--- src/rtl/csr_file.sv ---
// ---------------------------------------------------------------------------
// csr_file -- machine-mode CSR register file for the single-cycle RV32 core.
//
// Holds mstatus (0x300), mtvec (0x305), mepc (0x341) and mcause (0x342).
// Optional build macro MSCRATCH_EN adds mscratch (0x340), which is reachable
// only through the generic read/write ports.
//
// Ports:
//   i_clk, i_rst       clock, synchronous active-high reset
//   i_ren, i_raddr     combinational read port -> o_rdata (0 if disabled
//                      or the address is unmapped)
//   i_wen, i_waddr,    generic registered write port (full-width, no masking)
//   i_wdata
//   i_mepc_*, i_mcause_*, i_mstatus_*
//                      trap-side write ports; each beats a generic write to
//                      the same register in the same cycle
//   o_mtvec, o_mstatus, o_mepc
//                      direct register outputs to the PC unit
//
// Interface timing: there is no valid/ready handshake. Every enable is a
// single-cycle qualifier already validated upstream; a write enable that is
// high at a rising edge commits that edge, and reads are purely
// combinational with no bypass of a write landing on the same edge.
// ---------------------------------------------------------------------------
module csr_file #(
  parameter int CPU_WIDTH = 32,
  parameter int CSR_ADDRW = 12
) (
  input  logic                 i_clk,
  input  logic                 i_rst,
  input  logic                 i_ren,
  input  logic [CSR_ADDRW-1:0] i_raddr,
  output logic [CPU_WIDTH-1:0] o_rdata,
  input  logic                 i_wen,
  input  logic [CSR_ADDRW-1:0] i_waddr,
  input  logic [CPU_WIDTH-1:0] i_wdata,
  input  logic                 i_mepc_wen,
  input  logic [CPU_WIDTH-1:0] i_mepc_wdata,
  input  logic                 i_mcause_wen,
  input  logic [CPU_WIDTH-1:0] i_mcause_wdata,
  input  logic                 i_mstatus_wen,
  input  logic [CPU_WIDTH-1:0] i_mstatus_wdata,
  output logic [CPU_WIDTH-1:0] o_mtvec,
  output logic [CPU_WIDTH-1:0] o_mstatus,
  output logic [CPU_WIDTH-1:0] o_mepc
);

  localparam logic [CSR_ADDRW-1:0] ADDR_MSTATUS  = CSR_ADDRW'(12'h300);
  localparam logic [CSR_ADDRW-1:0] ADDR_MTVEC    = CSR_ADDRW'(12'h305);
  localparam logic [CSR_ADDRW-1:0] ADDR_MSCRATCH = CSR_ADDRW'(12'h340);
  localparam logic [CSR_ADDRW-1:0] ADDR_MEPC     = CSR_ADDRW'(12'h341);
  localparam logic [CSR_ADDRW-1:0] ADDR_MCAUSE   = CSR_ADDRW'(12'h342);

  // MPP = 2'b11: the core only ever runs in machine mode.
  localparam logic [CPU_WIDTH-1:0] MSTATUS_RST = CPU_WIDTH'(32'h0000_1800);

  logic [CPU_WIDTH-1:0] mstatus_q;
  logic [CPU_WIDTH-1:0] mtvec_q;
  logic [CPU_WIDTH-1:0] mepc_q;
  logic [CPU_WIDTH-1:0] mcause_q;

  // Per-register generic write hits.
  logic gen_mstatus;
  logic gen_mtvec;
  logic gen_mepc;
  logic gen_mcause;

  assign gen_mstatus = i_wen && (i_waddr == ADDR_MSTATUS);
  assign gen_mtvec   = i_wen && (i_waddr == ADDR_MTVEC);
  assign gen_mepc    = i_wen && (i_waddr == ADDR_MEPC);
  assign gen_mcause  = i_wen && (i_waddr == ADDR_MCAUSE);

  // Trap writes are checked first so they override a colliding generic write.
  always_ff @(posedge i_clk) begin
    if (i_rst) begin
      mstatus_q <= MSTATUS_RST;
      mtvec_q   <= '0;
      mepc_q    <= '0;
      mcause_q  <= '0;
    end else begin
      if (i_mstatus_wen)    mstatus_q <= i_mstatus_wdata;
      else if (gen_mstatus) mstatus_q <= i_wdata;

      if (gen_mtvec)        mtvec_q   <= i_wdata;

      if (i_mepc_wen)       mepc_q    <= i_mepc_wdata;
      else if (gen_mepc)    mepc_q    <= i_wdata;

      if (i_mcause_wen)     mcause_q  <= i_mcause_wdata;
      else if (gen_mcause)  mcause_q  <= i_wdata;
    end
  end

`ifdef MSCRATCH_EN
  logic [CPU_WIDTH-1:0] mscratch_q;

  always_ff @(posedge i_clk) begin
    if (i_rst) begin
      mscratch_q <= '0;
    end else if (i_wen && (i_waddr == ADDR_MSCRATCH)) begin
      mscratch_q <= i_wdata;
    end
  end
`endif

  // Read mux shows the pre-edge value even when a write hits the same CSR.
  always_comb begin
    o_rdata = '0;
    if (i_ren) begin
      case (i_raddr)
        ADDR_MSTATUS:  o_rdata = mstatus_q;
        ADDR_MTVEC:    o_rdata = mtvec_q;
        ADDR_MEPC:     o_rdata = mepc_q;
        ADDR_MCAUSE:   o_rdata = mcause_q;
`ifdef MSCRATCH_EN
        ADDR_MSCRATCH: o_rdata = mscratch_q;
`endif
        default:       o_rdata = '0;
      endcase
    end
  end

  assign o_mtvec   = mtvec_q;
  assign o_mstatus = mstatus_q;
  assign o_mepc    = mepc_q;

endmodule

--- config.mk ---
export PLATFORM = sky130hd
export DESIGN_NAME = csr_file
export DESIGN_NICKNAME = d
export VERILOG_FILES = /design/src/rtl/csr_file.sv
export SDC_FILE = /design/constraint.sdc
export NUM_CORES = 1
export LEC_CHECK = 0
export ABC_AREA = 1
export ABC_CLOCK_PERIOD_IN_PS = 1200
export BUFFER_PORTS_ARGS = -buffer_cell sky130_fd_sc_hd__buf_2
export CELL_PAD_IN_SITES_DETAIL_PLACEMENT = 1
export CELL_PAD_IN_SITES_GLOBAL_PLACEMENT = 1
export CORE_MARGIN = 1
export CORE_UTILIZATION = 30
export DETAILED_ROUTE_END_ITERATION = 8
export PLACE_DENSITY = 0.86
export SYNTH_ARGS = -nofsm -noshare
export SYNTH_HDL_FRONTEND = slang
export SYNTH_SLANG_ARGS = --single-unit
--- constraint.sdc ---
create_clock -name i_clk -period 1.2 [get_ports i_clk]
set_input_delay 0.24 -clock i_clk [delete_from_list [all_inputs] [get_ports i_clk]]
set_output_delay 0.24 -clock i_clk [all_outputs]
set_load 0.005 [all_outputs]
==> impl_metrics.tcl <==
set metrics [dict create \
    synth_top_area_frac 0.3541 \
    grt-busiest-layer "met2" \
    max_slew_margin 0.8251 \
    cp-end-kind "primary output" \
    wire_per_inst_um 19.91 \
    placementRows 56 \
    yosys.cell_count.top_type "nand2_1" \
    met3_usage 0.05479 \
    first_pass_iters 4 \
    drv_cap 0 \
    p_leak_nw 4.918 \
    drive_gt1_frac 0.3603 \
    start_util 0.3073 \
    clockBufferDepth 2 \
    pre_cts_ws_ns -0.6973 \
    drt_iter0_markers 575 \
    ys_seq_area_frac 0.3541 \
    status "finished, violations left" \
    netlist_area_um2 7236 \
    cts_tree "yes" \
    fmaxAchievable_ghz 0.5501 \
    synth_commonest_cells "nand2_1, nand3_1, nor2_1" \
    synthArstFlopShare 0 \
    fp.dieW_um 157.3 \
    fin_util 0.4516 \
    port-buffer-count 286 \
    route.detailed.drc 0 \
    setup_viol 34 \
    path_clk_slew_ns 0.06 \
    routabilityCongestion 0.8783 \
    cts.sinks 128 \
    synthFlopType "dfxtp_1" \
    area_growth_pct 46.95 \
    violations "negative setup slack" \
    synth_seq_cells 128 \
    grt_pass1_wl_mm 51.76 \
    track_usage 0.2767 \
    antenna_found_initial 3 \
    clock_latency_ns 0.41 \
    yosys.area.top_type "dfxtp_1" \
    final_cell_area_um2 10630 \
    arrival_ns 1.58 \
    wl_mm 35.16 \
    tightest_slew_ns 0.2596 \
    final_cells 1766 \
    cts-root-buf "clkbuf_16" \
    grt_overflow 0 \
    top_level_ports 287 \
    post_drt_via_cell_ratio 5.296 \
    cts-htree-levels 4 \
    irDropWorstVdd_v 0.0007659 \
    synth_area_leaders "dfxtp_1, nand3_1, nand2_1, o21ai_0, nor2_1" \
    placedCellCount 1719 \
    syn_nets 1311 \
    drtAntennaViolNets 0 \
    rsz0062_at_grt "true" \
    synth_edf_count 0 \
    yosys_warnings 0 \
    syn_inst 1152 \
    grt_pass1_vias 9325 \
    met1_usage 0.3284 \
    rrSetupSlack_ns 0.37 \
    core_um2 23540 \
    die_h_um 157.3 \
    place_area_um2 9316 \
    fin_skew_ns 0 \
    place_hpwl_mm 25.12 \
    cp-start-kind "input port" \
    synth_cell_type_count 21 \
    period_share 1.515 \
    fin_nets 1592 \
    power_mw 11.55 \
    hold_ws_ns 0.06136 \
    min_period_ns 1.818 \
    finalWorstSetupSlack_ns -0.6179 \
    power_density_nw_per_um2 1086 \
    design.die.area_um2 24740 \
    drv_slew 0 \
    criticalPathCategory "input port to primary output" \
    path_max_fanout 5 \
    cp.required_ns 0.96 \
    grtUsageMet2 0.4804 \
    r2r_cells 4 \
    grt_start_max_net_pins 49 \
    fin_setup_tns_ns -17.72 \
    hold_depth 3 \
    numCtsBuffers 17 \
    hold_path_class "input port to flip-flop" \
    via_count 9353 \
    hold_viol 0 \
    avgSynthCellArea_um2 6.281 \
]
-- final timing paths --
path | startpoint | to
setup / recovery | i_raddr[4] | o_rdata[10]
hold / removal | i_mstatus_wdata[11] | o_mstatus[11]
setup reg to reg | o_mepc[1] | o_mepc[1]
hold reg to reg | mcause_q[28] | mcause_q[28]
-- per-layer routing --
layer  share of wire  vias to the layer above  wire [µm]
met2            0.50                      395      17570
met5               0                        -          0
met1            0.40                     4528      14010
li1                -                     4362          -
met4           0.033                        0       1158
met3           0.069                       68       2419
-- cell usage in the layout (no fill, tap or decap) --
cell          n
buf_2       271
nand2_1     255
nand3_1     195
o21ai_0     126
nor2_1      120
a21oi_1      96
dfxtp_1      84
dfxtp_2      44
inv_1        42
buf_4        31
nand3_2      30
buf_12       27
buf_6        22
clkbuf_16    21
nand2_2      20
nor2_2       15
nor2_4       13
inv_2         4
clkinv_4      4
buf_16        4
clkinv_2      3
o21ai_1       2
nand3_4       2
nand2_4       2
nand4_1       2
clkbuf_8      2
clkinvlp_4    2
bufinv_16     2
diode_2       1
inv_8         1
nand3b_1      1
clkinv_1      1
clkbuf_1      1
inv_6         1
-- sequential cells by signal, summed over array words and instances, names as in the netlist --
name / flops
o_mtvec: 32
o_mepc: 32
o_mstatus: 32
mcause_q: 32
-- critical path, stage by stage --
cell and delay (ns):
buf_6 0.10, nor2_4 0.12, nand2_2 0.10, nor2_4 0.18, buf_6 0.18, buf_12 0.14
nand3_2 0.07, nand2_2 0.08, nor2_1 0.04, nor2_1 0.17, buf_2 0.15
-- report_power, final --
| group | internal, mW | switching, mW | leakage (nW) |
|---|---|---|---|
| sequential | 4.45 | 0.157 | 1.07 |
| clock | 3.18 | 2.09 | 0.286 |
| combinational | 0.708 | 0.967 | 3.57 |
| total | 8.34 | 3.21 | 4.92 |
-- logic make-up after synthesis --
group,Yosys count,share of synthesized area
AO/OA/AOI/OAI,224,0.1549
buffers and inverters,145,0.1034
flip-flops,128,0.3541
AND/OR/NAND/NOR,655,0.3875
-- cell type report --
type	count	area (µm²)
Clock buffer	20	456.7
Sequential cell	128	2618
Antenna cell	1	2.502
Multi-Input combinational cell	879	4248
Timing Repair Buffer	359	2587
Clock inverter	12	133.9
Fill cell	3124	12910
Tap cell	319	399.1
Inverter	48	187.7
-- timing repair --
action / in CTS / in global routing
setup endpoints to repair: 47 / 60
resized for setup: 67 / 79
buffers inserted: 4 / 5
hold buffers: 0 / 0
cloned: 4 / 4
pin swaps: 16 / 36
Power figures use the tool's default switching activity.
